<file path="config.mk">
export PLATFORM = sky130hd
export DESIGN_NAME = apb_acc_master
export DESIGN_NICKNAME = d
export VERILOG_FILES = /design/src/rtl/apb_acc_master_pkg.sv /design/src/rtl/apb_acc_master.sv
export SDC_FILE = /design/constraint.sdc
export NUM_CORES = 1
export LEC_CHECK = 0
export ABC_CLOCK_PERIOD_IN_PS = 3800
export CAP_MARGIN = 15
export CORE_ASPECT_RATIO = 0.75
export CORE_MARGIN = 10
export CORE_UTILIZATION = 46
export DETAILED_ROUTE_END_ITERATION = 7
export GPL_TIMING_DRIVEN = 0
export PLACE_DENSITY = 0.82
export SLEW_MARGIN = 20
export SYNTH_ARGS = -nofsm -noshare
export SYNTH_HDL_FRONTEND = slang
export SYNTH_SLANG_ARGS = --single-unit
</file>
<file path="constraint.sdc">
create_clock -name HCLK -period 3.8 [get_ports HCLK]
set_input_delay 0.95 -clock HCLK [delete_from_list [all_inputs] [get_ports HCLK]]
set_output_delay 0.95 -clock HCLK [all_outputs]
set_load 0.1 [all_outputs]
</file>
<file path="src/rtl/apb_acc_master_pkg.sv">
// Shared types and constants for the single-outstanding APB initiator.
// Provides the FSM state type, the timeout read-data pattern and the counter sizing helper.
package apb_acc_master_pkg;

    typedef enum logic [1:0] {
        IDLE   = 2'd0,
        SETUP  = 2'd1,
        ACCESS = 2'd2,
        RESP   = 2'd3
    } state_e;

    localparam logic [31:0] ERR_RDATA = 32'hFFFF_FFFF;

    // Width needed to hold the value TIMEOUT_CYCLES itself; never narrower than one bit.
    function automatic int unsigned tmo_cnt_width(input int unsigned cycles);
        return (cycles < 1) ? 1 : $clog2(cycles + 1);
    endfunction

endpackage

</file>
<file path="src/rtl/apb_acc_master.sv">
// Single-outstanding APB initiator: valid/ready command in, APB setup/access out,
// registered response with PSLVERR capture and a programmable hung-transfer timeout.
module apb_acc_master
    import apb_acc_master_pkg::*;
#(
    parameter int unsigned APB_ADDR_WIDTH = 12,
    parameter int unsigned TIMEOUT_CYCLES = 64
) (
    input  logic                      HCLK,
    input  logic                      HRESETn,
    input  logic                      cmd_valid,
    output logic                      cmd_ready,
    input  logic [APB_ADDR_WIDTH-1:0] cmd_addr,
    input  logic                      cmd_write,
    input  logic [31:0]               cmd_wdata,
    output logic                      rsp_valid,
    input  logic                      rsp_ready,
    output logic [31:0]               rsp_rdata,
    output logic                      rsp_err,
    output logic                      rsp_timeout,
    output logic [APB_ADDR_WIDTH-1:0] PADDR,
    output logic [31:0]               PWDATA,
    output logic                      PWRITE,
    output logic                      PSEL,
    output logic                      PENABLE,
    input  logic [31:0]               PRDATA,
    input  logic                      PREADY,
    input  logic                      PSLVERR
);

    localparam int unsigned          CNT_W     = tmo_cnt_width(TIMEOUT_CYCLES);
    localparam logic [CNT_W-1:0]     TMO_LIMIT = CNT_W'(TIMEOUT_CYCLES);
    localparam bit                   TMO_EN    = (TIMEOUT_CYCLES != 0);

    state_e                    state_q, state_d;
    logic [APB_ADDR_WIDTH-1:0] addr_q, addr_d;
    logic                      write_q, write_d;
    logic [31:0]               wdata_q, wdata_d;
    logic [31:0]               rdata_q, rdata_d;
    logic                      err_q, err_d;
    logic                      tmo_q, tmo_d;
    logic [CNT_W-1:0]          cnt_q, cnt_d;

    always_comb begin
        state_d = state_q;
        addr_d  = addr_q;
        write_d = write_q;
        wdata_d = wdata_q;
        rdata_d = rdata_q;
        err_d   = err_q;
        tmo_d   = tmo_q;
        cnt_d   = cnt_q;

        unique case (state_q)
            IDLE: begin
                if (cmd_valid) begin
                    addr_d  = {cmd_addr[APB_ADDR_WIDTH-1:2], 2'b00};
                    write_d = cmd_write;
                    wdata_d = cmd_write ? cmd_wdata : '0;
                    cnt_d   = '0;
                    state_d = SETUP;
                end
            end
            SETUP: begin
                cnt_d   = '0;
                state_d = ACCESS;
            end
            ACCESS: begin
                // PREADY takes priority over an expiring timeout in the same cycle.
                if (PREADY) begin
                    rdata_d = write_q ? '0 : PRDATA;
                    err_d   = PSLVERR;
                    tmo_d   = 1'b0;
                    state_d = RESP;
                end else if (TMO_EN && (cnt_q == TMO_LIMIT)) begin
                    rdata_d = ERR_RDATA;
                    err_d   = 1'b1;
                    tmo_d   = 1'b1;
                    state_d = RESP;
                end else if (TMO_EN) begin
                    cnt_d = cnt_q + 1'b1;
                end
            end
            RESP: begin
                if (rsp_ready) begin
                    state_d = IDLE;
                end
            end
            default: state_d = IDLE;
        endcase
    end

    always_ff @(posedge HCLK or negedge HRESETn) begin
        if (!HRESETn) begin
            state_q <= IDLE;
            addr_q  <= '0;
            write_q <= 1'b0;
            wdata_q <= '0;
            rdata_q <= '0;
            err_q   <= 1'b0;
            tmo_q   <= 1'b0;
            cnt_q   <= '0;
        end else begin
            state_q <= state_d;
            addr_q  <= addr_d;
            write_q <= write_d;
            wdata_q <= wdata_d;
            rdata_q <= rdata_d;
            err_q   <= err_d;
            tmo_q   <= tmo_d;
            cnt_q   <= cnt_d;
        end
    end

    assign cmd_ready   = (state_q == IDLE);
    assign rsp_valid   = (state_q == RESP);
    assign rsp_rdata   = rdata_q;
    assign rsp_err     = err_q;
    assign rsp_timeout = tmo_q;
    assign PSEL        = (state_q == SETUP) || (state_q == ACCESS);
    assign PENABLE     = (state_q == ACCESS);
    assign PADDR       = addr_q;
    assign PWDATA      = wdata_q;
    assign PWRITE      = write_q;

endmodule

</file>
Yosys cells after proc, flatten, opt, wreduce, memory -nomap -nowiden --
Index checks and enable logic that the tools add are counted. W data, S select, Z words.
Word-level totals: bits in registers 86, input bits 83, output and inout bits 83, logic and storage cells 42
Operators by class: $add $sub $neg 1, equal/unequal tests 9, mux-type cells 16, reductions and logical operators 8
Operator list (count):
- $mux W32 | 4
- $mux W7 | 3
- $pmux W7 S3 | 1
- $mux W2 | 4
- $pmux W2 S4 | 1
- $add A7 B1 Y7 const B | 1
- $eq A7 B7 Y1 const B | 1
- $ne A2 B2 Y1 const B | 3
- $eq A2 B2 Y1 const B | 2
- $reduce_and A2 Y1 | 2
- $reduce_and A4 Y1 | 1
- $mux W1 | 3
- $ne A3 B1 Y1 const B | 1
- $reduce_and A3 Y1 | 1
- $reduce_bool A3 Y1 | 1
- $eq A2 B1 Y1 const B | 1
- $logic_not A2 Y1 | 1
- $ne A2 B1 Y1 const B | 1
- $reduce_bool A2 Y1 | 1
- $logic_or A1 B1 Y1 | 1

Depth between registers and ports, before layout --
depth in word-level cells 4, gate-level depth with buffers 7, gate-level depth less buffers 6

Least setup slack after synthesis --
Ideal clock, no wire load.
path kind register to output, start register state_q[0], end output PENABLE, data arrival time 1369 ps, required time 2850 ps, slack 1481 ps, stages on the path, launching flop included 3, path buffers 0, cell sequence dfrtp_1 -> inv_1 -> ha_1
On the way: word-level cells in the longest chain between the ends 1
Ends and longest elaborated chain:
- start, declared | line apb_acc_master.sv:35 | state_e state_q, state_d;
- start signal, assigned | line apb_acc_master.sv:104 | state_q <= state_d;
- $eq A2 B2 Y1 | line apb_acc_master.sv:121 | assign PENABLE = (state_q == ACCESS);
- end, declared | line apb_acc_master.sv:25 | output logic PENABLE,
No other way between the ends.

Worst setup path in the final report --
Ends and elaborated chain as after synthesis.

==> out/results.txt <==
H-tree levels: 3
CP required: 2.85 ns
DRC: 0
Placeable Area: 8420 sq um
wire per inst: 17.5 microns
Boundary Pins: 166
clock sinks: 86
CTS clock-pin slew for the worst setup and hold paths: 0.06 ns
fillers: 609
Routed WL: 11600 microns
synthesized cell area: 3960 sq um
Die H: 100 microns
DR vias: 3297
max cap viols: 0
first drt pass iteration count: 5
DR iter-0 viols: 250
most frequent cells in the layout: 158 x clkdlybuf4s50_1, 86 x dfrtp_1, 71 x o21ai_0
Setup violations, final: 0
Worst R2R End: PADDR[8]$_DFFE_PN0P_
fmax: 299 MHz
share of layout cells above drive strength 1: 12.5%
synthesized flop and latch total: 86
max_slew headroom: 31.4%
clock root buffer master: clkbuf_16
cells after synthesis: 378
status: completed
end of the critical path: PENABLE
clk_skew: 0.00658 ns
maximum buffer depth of the clock tree: 2
Synth cell types: 29
Most used DFF post-synth: dfrtp_1
register-to-register setup slack: 1.65 ns
CTS Hold Bufs: 0
vias per std cell: 4.98
Setup Fix Bufs, Post-CTS: 0
arrival time at the worst endpoint: 2.39 ns
Skew-Pair Late Insertion Delay: 0.33 ns
TritonCTS clock tree: built
ANT cells: 0
fin crit period: 3.34 ns
row count: 29
DP Cell Count: 647
initial core utilization: 47.1%
startpoint types: flip-flop
GP Congestion: 0.833
Hold Slack: 0.478 ns
r2r worst-path depth: 6
register area share after synthesis: 54.3%
I/O Buffers: 159
antenna-violating nets left: 0
post-DP HPWL: 8940 microns
most common cell after layout, fill and taps aside: clkdlybuf4s50_1
largest net degree at the start of global routing: 51
yosys warns: 0
Synth top area share: 54.3%
vias in the first global route: 3522
worst slew pin tran: 1.03 ns
Total Nets Final: 640
RSZ-0062 raised after global routing: no
CP endpoint kind: output pin
Final Non-Filler Cells: 662
cts bufs inserted: 9
reg2reg start: state_q[0]$_DFFE_PN0P_
first-pass GRT wire length: 18700 microns
CTS resizes: 0
WS Path Type: flip-flop to output pin
grt ovf: 0
Mean Syn Cell Area: 10.5 sq um
Die ar.: 12800 sq um
top post-synthesis cells by area: dfrtp_1 54%, mux2_4 11%, o21ai_0 9.0%, nand2_1 6.5%, mux2_2 4.5%
fin. max-slew vios: 0
Die W: 127 microns
dominant cell type by area after synthesis: dfrtp_1
initial antenna violation count: 0
ys async rst share: 100%
worst min path class: flip-flop to flip-flop
Finished Core Util: 71.8%
area delta synth->final: 52.4%
Total GRT Usage: 18.0%
CP Launch Point: state_q[0]$_DFFE_PN0P_
final hold vios: 0
setup TNS: 0 ns
Max Fanout on Critical Path: 7
Post-synth EDFFs: 0
final period utilization: 88.0%
[routing by layer]
| layer | track usage [%] | wire length, microns | up-vias |
|---|---|---|---|
| met3 | 7.27 | 984 | 8 |
| li1 | - | - | 1579 |
| met4 | 4.63 | 80 | 0 |
| met5 | 0 | 0 | - |
| met2 | 29.3 | 5560 | 119 |
| met1 | 21.7 | 4970 | 1591 |
[through the flow]
stage / setup WS (ns) / instance area, sq um
4_1_cts: 0.437 / 6040
6_report: 0.456 / 6040
3_5_place_dp: 0.804 / 5720
3_3_place_gp: -1.32 / 5690
5_1_grt: 0.365 / 6040
2_1_floorplan: 1.48 / 3970
[how the worst min path moves through the flow]
| stage | start | to | slack (ns) | cells after the start |
|---|---|---|---|---|
| finish | PWDATA[30]$_DFFE_PN0P_ | PWDATA[30]$_DFFE_PN0P_ | 0.48 | 2 |
| global placement | PWDATA[23]$_DFFE_PN0P_ | PWDATA[23]$_DFFE_PN0P_ | 0.46 | 2 |
| detailed placement | PWDATA[30]$_DFFE_PN0P_ | PWDATA[30]$_DFFE_PN0P_ | 0.47 | 2 |
| floorplan | cnt_q[3]$_DFFE_PN0P_ | cnt_q[3]$_DFFE_PN0P_ | 0.49 | 1 |
| global route | PADDR[11]$_DFFE_PN0P_ | PADDR[11]$_DFFE_PN0P_ | 0.51 | 1 |
| CTS | PWDATA[30]$_DFFE_PN0P_ | PWDATA[30]$_DFFE_PN0P_ | 0.48 | 2 |
[state kept, by name, summed over array words and instances, names as in the netlist]
register,flops
PWDATA,32
rsp_err,1
PADDR,10
state_q,2
cnt_q,7
rsp_rdata,32
rsp_timeout,1
PWRITE,1
[cell type report]
type / instances / area (sq um) / share of cell area (%)
Buffer: 28 / 145 / 2.40
Sequential cell: 86 / 2150 / 35.6
Clock buffer: 10 / 239 / 3.96
Inverter: 42 / 158 / 2.61
Multi-Input combinational cell: 223 / 1510 / 25.0
Clock inverter: 5 / 83.8 / 1.39
Timing Repair Buffer: 160 / 1620 / 26.8
Tap cell: 108 / 135 / 2.24
[worst max-delay path: stages, from the launching register on]
cell,delay [ns]
dfrtp_1,0.42
inv_1,0.12
ha_1,0.33
clkdlybuf4s50_1,1.20
[synth_stat cells, types with 2 or more instances]
library cell / n
mux2_2: 16
nand3_1: 4
nor4_1: 2
a31oi_1: 2
buf_4: 2
ha_1: 7
nand4_1: 3
a41oi_1: 2
mux2_4: 28
clkbuf_1: 20
nor2b_1: 2
nand2_1: 69
o21ai_0: 71
nand2b_1: 4
inv_1: 42
buf_2: 2
dfrtp_1: 86
buf_6: 4
o211ai_1: 2
[cell families (layout without fill, tap and decap cells)]
kind of cell / after synthesis / after routing / share of synthesized area, %
buffers and inverters: 70 / 245 / 7.64
multiplexers: 45 / 45 / 15.4
adder cells (fa/ha/maj): 7 / 7 / 2.21
AO/OA/AOI/OAI: 83 / 83 / 11.4
AND/OR/NAND/NOR: 86 / 86 / 9.00
flip-flops: 86 / 86 / 54.3
other: 1 / 2 / 0.0946
Power is left out: the tool's default activity adds up to more than one toggle a clock period on the data nets, which glitch-free logic cannot reach.
